### config.mk
export PLATFORM = sky130hd
export DESIGN_NAME = mem_arbiter
export DESIGN_NICKNAME = d
export VERILOG_FILES = /design/src/rtl/mem_arbiter.sv
export SDC_FILE = /design/constraint.sdc
export NUM_CORES = 1
export LEC_CHECK = 0
export ABC_AREA = 1
export BUFFER_PORTS_ARGS = -buffer_cell sky130_fd_sc_hd__buf_2
export CAP_MARGIN = 20
export CORE_AREA = 2 2 124 126
export DETAILED_ROUTE_END_ITERATION = 8
export DIE_AREA = 0 0 126 128
export PLACE_DENSITY = 0.8
export SLEW_MARGIN = 15
export SYNTH_ARGS = -nofsm -noshare
export SYNTH_HDL_FRONTEND = slang
export SYNTH_SLANG_ARGS = --single-unit
export TNS_END_PERCENT = 10
### constraint.sdc
create_clock -name clk_in -period 2.4 [get_ports clk_in]
set_clock_uncertainty 0.2 [all_clocks]
set_input_delay 0.48 -clock clk_in [delete_from_list [all_inputs] [get_ports clk_in]]
set_output_delay 0.48 -clock clk_in [all_outputs]
set_load 0.01 [all_outputs]
### src/rtl/mem_arbiter.sv
// Request arbiter in front of the byte-serial memory engine: store > load > fetch,
// with fetch anti-starvation, IO back-pressure gating and roll_back squash handling.
`timescale 1ns/1ps
module mem_arbiter #(
   parameter int unsigned STARVE_LIMIT = 8,
   parameter logic [5:0]  OP_LW        = 6'd3
) (
   input  logic        clk_in,
   input  logic        rst_in,
   input  logic        rdy_in,
   input  logic        roll_back,
   input  logic        io_buffer_full,
   input  logic        ifu_req,
   input  logic [31:0] ifu_addr,
   output logic        ifu_done,
   output logic [31:0] ifu_data,
   input  logic        ld_req,
   input  logic [31:0] ld_addr,
   input  logic [5:0]  ld_op,
   output logic        ld_done,
   output logic [31:0] ld_data,
   input  logic        st_req,
   input  logic [31:0] st_addr,
   input  logic [5:0]  st_op,
   input  logic [31:0] st_data,
   output logic        st_done,
   output logic        eng_start,
   output logic [31:0] eng_addr,
   output logic [5:0]  eng_op,
   output logic        eng_we,
   output logic [31:0] eng_wdata,
   output logic        eng_abort,
   input  logic        eng_done,
   input  logic [31:0] eng_rdata,
   output logic [1:0]  grant_id,
   output logic        arb_idle
);
   typedef enum logic [1:0] {IDLE, BUSY, RESP} state_t;

   localparam logic [1:0] GID_NONE = 2'd0;
   localparam logic [1:0] GID_IFU  = 2'd1;
   localparam logic [1:0] GID_LD   = 2'd2;
   localparam logic [1:0] GID_ST   = 2'd3;
   localparam int unsigned CW = $clog2(STARVE_LIMIT + 1);
   localparam logic [CW-1:0] LIMIT = CW'(STARVE_LIMIT);

   state_t        state_q, state_d;
   logic [1:0]    grant_id_q, grant_id_d;
   logic [CW-1:0] starve_cnt_q, starve_cnt_d;
   logic          eng_start_q, eng_start_d;
   logic          eng_abort_q, eng_abort_d;
   logic          eng_we_q, eng_we_d;
   logic [31:0]   eng_addr_q, eng_addr_d;
   logic [31:0]   eng_wdata_q, eng_wdata_d;
   logic [5:0]    eng_op_q, eng_op_d;
   logic          ifu_done_q, ifu_done_d;
   logic          ld_done_q, ld_done_d;
   logic          st_done_q, st_done_d;
   logic [31:0]   ifu_data_q, ifu_data_d;
   logic [31:0]   ld_data_q, ld_data_d;
   logic          arb_idle_q, arb_idle_d;
   logic          st_ok, ld_ok;
   logic [1:0]    pick;

   // Winner of this cycle's arbitration; IO-space accesses wait while the IO buffer is full.
   always_comb begin
      st_ok = st_req && !(io_buffer_full && (st_addr[17:16] == 2'b11));
      ld_ok = ld_req && !(io_buffer_full && (ld_addr[17:16] == 2'b11));
      pick  = GID_NONE;
      if ((starve_cnt_q == LIMIT) && ifu_req) pick = GID_IFU;
      else if (st_ok)                         pick = GID_ST;
      else if (ld_ok)                         pick = GID_LD;
      else if (ifu_req)                       pick = GID_IFU;
      if ((state_q != IDLE) || roll_back) pick = GID_NONE;
   end

   always_comb begin
      state_d     = state_q;
      grant_id_d  = grant_id_q;
      eng_addr_d  = eng_addr_q;
      eng_op_d    = eng_op_q;
      eng_we_d    = eng_we_q;
      eng_wdata_d = eng_wdata_q;
      ifu_data_d  = ifu_data_q;
      ld_data_d   = ld_data_q;
      eng_start_d = 1'b0;
      eng_abort_d = 1'b0;
      ifu_done_d  = 1'b0;
      ld_done_d   = 1'b0;
      st_done_d   = 1'b0;
      unique case (state_q)
         IDLE: begin
            if (pick != GID_NONE) begin
               state_d     = BUSY;
               grant_id_d  = pick;
               eng_start_d = 1'b1;
               unique case (pick)
                  GID_ST: begin
                     eng_addr_d  = st_addr;
                     eng_op_d    = st_op;
                     eng_we_d    = 1'b1;
                     eng_wdata_d = st_data;
                  end
                  GID_LD: begin
                     eng_addr_d  = ld_addr;
                     eng_op_d    = ld_op;
                     eng_we_d    = 1'b0;
                     eng_wdata_d = 32'd0;
                  end
                  default: begin
                     eng_addr_d  = ifu_addr;
                     eng_op_d    = OP_LW;
                     eng_we_d    = 1'b0;
                     eng_wdata_d = 32'd0;
                  end
               endcase
            end
         end
         BUSY: begin
            // A committed store cannot be squashed; reads are abandoned and any completion dropped.
            if (roll_back && (grant_id_q != GID_ST)) begin
               eng_abort_d = 1'b1;
               state_d     = IDLE;
               grant_id_d  = GID_NONE;
            end else if (eng_done) begin
               state_d = RESP;
               unique case (grant_id_q)
                  GID_IFU: begin ifu_data_d = eng_rdata; ifu_done_d = 1'b1; end
                  GID_LD:  begin ld_data_d  = eng_rdata; ld_done_d  = 1'b1; end
                  default: st_done_d = 1'b1;
               endcase
            end
         end
         RESP: begin
            state_d    = IDLE;
            grant_id_d = GID_NONE;
         end
         default: state_d = IDLE;
      endcase
      arb_idle_d = (state_d == IDLE);

      if (roll_back || !ifu_req || (pick == GID_IFU)) starve_cnt_d = '0;
      else if (((pick == GID_ST) || (pick == GID_LD)) && (starve_cnt_q != LIMIT))
         starve_cnt_d = starve_cnt_q + CW'(1);
      else starve_cnt_d = starve_cnt_q;
   end

   always_ff @(posedge clk_in) begin
      if (rst_in) begin
         state_q      <= IDLE;
         grant_id_q   <= GID_NONE;
         starve_cnt_q <= '0;
         eng_start_q  <= 1'b0;
         eng_abort_q  <= 1'b0;
         eng_we_q     <= 1'b0;
         eng_addr_q   <= 32'd0;
         eng_op_q     <= 6'd0;
         eng_wdata_q  <= 32'd0;
         ifu_done_q   <= 1'b0;
         ld_done_q    <= 1'b0;
         st_done_q    <= 1'b0;
         ifu_data_q   <= 32'd0;
         ld_data_q    <= 32'd0;
         arb_idle_q   <= 1'b1;
      end else if (rdy_in) begin
         state_q      <= state_d;
         grant_id_q   <= grant_id_d;
         starve_cnt_q <= starve_cnt_d;
         eng_start_q  <= eng_start_d;
         eng_abort_q  <= eng_abort_d;
         eng_we_q     <= eng_we_d;
         eng_addr_q   <= eng_addr_d;
         eng_op_q     <= eng_op_d;
         eng_wdata_q  <= eng_wdata_d;
         ifu_done_q   <= ifu_done_d;
         ld_done_q    <= ld_done_d;
         st_done_q    <= st_done_d;
         ifu_data_q   <= ifu_data_d;
         ld_data_q    <= ld_data_d;
         arb_idle_q   <= arb_idle_d;
      end
   end

   // A squash arriving during the response cycle suppresses a read's done pulse.
   assign ifu_done  = ifu_done_q & ~(roll_back & rdy_in);
   assign ld_done   = ld_done_q & ~(roll_back & rdy_in);
   assign st_done   = st_done_q;
   assign ifu_data  = ifu_data_q;
   assign ld_data   = ld_data_q;
   assign eng_start = eng_start_q;
   assign eng_abort = eng_abort_q;
   assign eng_addr  = eng_addr_q;
   assign eng_op    = eng_op_q;
   assign eng_we    = eng_we_q;
   assign eng_wdata = eng_wdata_q;
   assign grant_id  = grant_id_q;
   assign arb_idle  = arb_idle_q;
endmodule
* After elaboration in Yosys (flattened, before gate mapping)
Index checks and enable logic that the tools add are counted.
Cells by class: $add $sub $neg 1, eq/ne operators 14, muxes and demuxes 34, bitwise operators 5, reductions and logical operators 26
Operators with widths (count):
- 32-bit case mux with 2 select lines | 1
- 32-bit 2-to-1 mux | 1
- 1-bit 2-to-1 mux | 18
- 2-bit 2-to-1 mux | 9
- 2-bit equality test (second input constant) | 6
- 6-bit case mux with 2 select lines | 1
- 5-bit AND reduction | 2
- 4-bit 2-to-1 mux | 2
- 1-bit logical AND | 7
- 2-bit by 1-bit equality test with 1-bit output (second input constant) | 3
- 2-bit != test (second input constant) | 3
- 2-bit case mux with 3 select lines | 1
- 2-bit nonzero test | 3
- 4-bit by 1-bit adder with 4-bit output (second input constant) | 1
- 4-bit equality test (second input constant) | 1
- 2-bit logical NOT | 2
- 1-bit logical OR | 4
- 4-bit != test (second input constant) | 1
- 2-bit case mux with 2 select lines | 1
- 4-bit AND reduction | 1
- 1-bit bitwise AND | 3
- 1-bit logical NOT | 3
- 3-bit AND reduction | 1
- 3-bit nonzero test | 1
- other kinds (3) | 4
Storage, ports and cells: flip-flop bits (word level) 149, input port bits 181, output and inout bits 143, word-level logic and storage cells 95

* Depth between registers and ports, before layout
word-level depth 13, gate-level depth with buffers 13, gate-level depth less buffers 12

* Least setup slack after synthesis
OpenSTA, ideal clock, no wires.
kind register to register, start point reg state_q[1], end point reg eng_addr_q[10], in the netlist eng_addr[10], data arrival time 1580 ps, required time 2080 ps, slack 500 ps, cell stages (with the launch flop) 12, buffers on the path 2, path through dfxtp_1 > inv_1 > ha_1 > inv_2 > nor2_4 > nand3_2 > buf_6 > nand2_1 > nand2_2 > buf_2 > a21oi_1 > a21oi_1
Between the ends: cells in the longest elaborated chain, start to end 5, elaborated cells on any way between the ends 9, those cells by class eq/ne: 2; mux: 2; reduce/logical: 5
Ends and longest elaborated chain:
- start: declaration | RTL line 47 | state_t state_q, state_d;
- start signal: assignment | RTL line 166 | state_q <= state_d;
- 2-bit nonzero test | RTL line 74 | if ((state_q != IDLE) || roll_back) pick = GID_NONE;
- 1-bit logical OR | RTL line 74
- 2-bit 2-to-1 mux | RTL line 74
- 2-bit equality test or 2-bit nonzero test (tied branches) | RTL line 97, 93
- 32-bit case mux with 2 select lines or 3-bit AND reduction (tied branches)
- end signal: assignment | RTL line 172 | eng_addr_q <= eng_addr_d;
- end: declaration | RTL line 53 | logic [31:0] eng_addr_q, eng_addr_d;
Several ways; a longest one is shown, not always the timed one. A chain may end at the register's enable or synchronous reset.

* Final worst setup path
start point reg state_q[1], end point reg eng_addr_q[15], in the netlist eng_addr[15]
Same word-level chain as after synthesis.

==> run_results.csv <==
group,metric,value,unit
outcome,status,"finished, final reports clean",
yosys,synth-seq-cells,149,
worst_setup_path,worst_path_largest_cell_delay,0.34,ns
placement,gp_congestion,0.869,
timing,tightest_slew,0.456,ns
pwr,power_leakage,4.32,nW
flow_run,maxCapViolations,0,
floorplanning,num_rows,45,
final_layout,drive_gt1_frac,0.330,
yosys,syn_nets,1051,
timing,setup_tns,0,ns
yosys,async_flop_share,0,
placement,hpwlAfterDp,14400,µm
yosys,netlist_area,6210,µm²
timing,fmax,465,MHz
worst_hold_path,hold_path.class,"in -> reg",
floorplanning,die_w,126,µm
clock_network,cts_tree,"built",
clock_network,clk_latency,0.41,ns
pwr,seqPwrFrac,0.440,
timing,setup_viol,0,
pwr,power.internal,4.35,mW
worst_setup_path,startpoint,"state_q[1]",
timing,slew_headroom,0.696,
clock_network,clockBufferDepth,2,
yosys,yosysUniqueCellTypes,26,
worst_setup_path,cp.required,2.55,ns
worst_setup_path,end_kind,"flip-flop",
timing,min_period,2.15,ns
pwr,ir_worst_vdd,0.000514,V
worst_setup_path,cp-start-kind,"flip-flop",
placement,io_buffers,323,
final_layout,diodes,0,
clock_network,cts.sinks,149,
timing,post-route-period-util,0.896,
clock_network,cts_setup_buffers,0,
final_layout,nets,1360,
floorplanning,io_pins,324,
worst_hold_path,hp-start,"st_data[19]",
final_layout,final_util,0.580,
final_layout,layout_commonest_cell,"buf_2",
floorplanning,initial_core_util,0.418,
pwr,pwr-share-comb,0.130,
global_route,grt_max_degree,51,
floorplanning,core_area,14900,µm²
worst_setup_path,critPathKind,"reg -> reg",
timing,setup_ws,0.248,ns
global_route,grt.overflow.total,0,
clock_network,cts_buffers,17,
worst_setup_path,cp.arrival,2.30,ns
yosys,syn_area_per_cell,7.20,µm²
placement,dpl-instance-area,8050,µm²
drt,drc,0,
global_route,grtUsageTotal,0.232,
pwr,power_switching,1.56,mW
clock_network,postCtsResizedCells,0,
drt,drtAntennaViolNets,0,
worst_setup_path,crit_chain,"inv_1, ha_1, inv_2, nor2_4, nand3_2, inv_1, nand3_2, inv_2, buf_12, nand2_1, nand2_1, nor2_1, nor2_1",
worst_setup_path,slowest_stage,"dfxtp_1",
final_layout,n_fill_cell,1436,
yosys,synth_edf_count,0,
worst_setup_path,path_max_fanout,20,
worst_setup_path,rr_startpoint,"state_q[1]",
final_layout,design_area,8620,µm²
yosys,synthFlopType,"dfxtp_1",
final_layout,area_delta_synth_final,38.8,%
global_route,grt_pass1_wl,30000,µm
pwr,sw_frac_of_total,0.264,
floorplanning,die_h,128,µm
pwr,cellPowerDensity,686,nW/µm²
clock_network,cts.clk_slew.worst_paths,0.07,ns
pwr,power_frac_clock,0.430,
timing,holdWs,0.107,ns
drt,routed_wl,19400,µm
timing,slew_violations,0,
final_layout,mostFrequentLayoutCells,"323 x buf_2, 203 x nand2_1, 153 x nor2_1",
timing,rsz0062_at_grt,"no",
yosys,postSynthCellCount,862,
global_route,grt_pass1_vias,6153,
global_route,antenna_found_initial,1,
floorplanning,dieArea,16100,µm²
placement,place_ws,0.254,ns
yosys,ys_seq_area_frac,0.480,
clock_network,cts_htree_levels,4,
drt,drt_iter0_markers,338,
clock_network,cts_root_buf,"clkbuf_16",
yosys,yosys_warnings,0,
drt,first_pass_iters,7,
drt,vias_per_cell,4.85,
drt,wire_per_inst,14.1,µm
drt,dr_total_vias,6659,
clock_network,cts_hold_buf,0,
timing,hold_viol_final,0,
layer usage:
| layer | vias to the layer above | GRT usage | wire length, µm |
|---|---|---|---|
| met3 | 32 | 0.0559 | 1310 |
| met1 | 2963 | 0.275 | 8010 |
| li1 | 3391 | - | - |
| met4 | 2 | 0.0911 | 420 |
| met5 | - | 0 | 13 |
| met2 | 271 | 0.405 | 9640 |
cells by family after synthesis:
family / after synthesis / share of synthesized area
xor gates and xnor gates: 3 / 0.00423
AOI/OAI and AO/OA: 218 / 0.180
DFF: 149 / 0.480
adders and majority gates: 8 / 0.0161
and+or+nand+nor: 384 / 0.245
buffers and inverters: 100 / 0.0742
synthesized netlist by cell type (3+ instances only):
library cell / number / area, µm²
dfxtp_1: 149 / 2980
clkbuf_1: 24 / 90.1
a21oi_1: 106 / 531
buf_2: 17 / 85.1
nand2_1: 203 / 762
buf_6: 5 / 56.3
inv_2: 7 / 26.3
nand3_1: 15 / 75.1
nor2_1: 153 / 574
nand2_2: 3 / 18.8
o21ai_0: 69 / 345
nand4_1: 4 / 25.0
buf_4: 7 / 52.6
o21ai_1: 35 / 175
nand3_2: 3 / 30.0
inv_1: 40 / 150
ha_1: 8 / 100
stage by stage:
step                power, mW  cells
floorplan                3.07    862
global placement         3.42   1340
detailed placement       3.43   1340
CTS                      5.98   1372
global route             6.17   1372
finish                   5.92   1372
final timing paths:
check,to,slack [ns],cells past startpoint
hold / removal,eng_wdata[19],0.11,3
setup reg to reg,eng_addr[15],0.25,13
setup / recovery,eng_addr[15],0.25,13
hold reg to reg,eng_wdata[24],0.26,2
flip-flops by register name (all words and copies together), names as in the netlist:
| signal | cells |
|---|---|
| eng_abort | 1 |
| arb_idle | 1 |
| eng_start | 1 |
| eng_addr | 32 |
| ld_done_q | 1 |
| ld_data | 32 |
| state_q | 2 |
| eng_wdata | 32 |
| st_done | 1 |
| eng_op | 6 |
| starve_cnt_q | 4 |
| ifu_done_q | 1 |
| eng_we | 1 |
| grant_id | 2 |
| ifu_data | 32 |
power groups by stage:
stage / clock network, mW / registers, mW / logic [mW]
floorplan: 0 / 2.69 / 0.386
global placement: 0 / 2.65 / 0.763
detailed placement: 0 / 2.66 / 0.772
CTS: 2.60 / 2.60 / 0.775
global route: 2.70 / 2.61 / 0.860
finish: 2.54 / 2.60 / 0.770
layout make-up:
class | count | area (µm²) | share of cell area
Clock buffer | 20 | 447 | 0.0518
Tap cell | 188 | 235 | 0.0273
Inverter | 47 | 176 | 0.0205
Clock inverter | 12 | 120 | 0.0139
Multi-Input combinational cell | 613 | 2770 | 0.321
Timing Repair Buffer | 343 | 1890 | 0.220
Sequential cell | 149 | 2980 | 0.346
critical path, delay by kind of cell (launching register included):
family | cells | cell delay (ns)
fa+ha+maj | 1 | 0.22
buf+inv | 5 | 0.67
flops | 1 | 0.34
simple gates | 7 | 0.66
(Power assumes the default switching activity.)
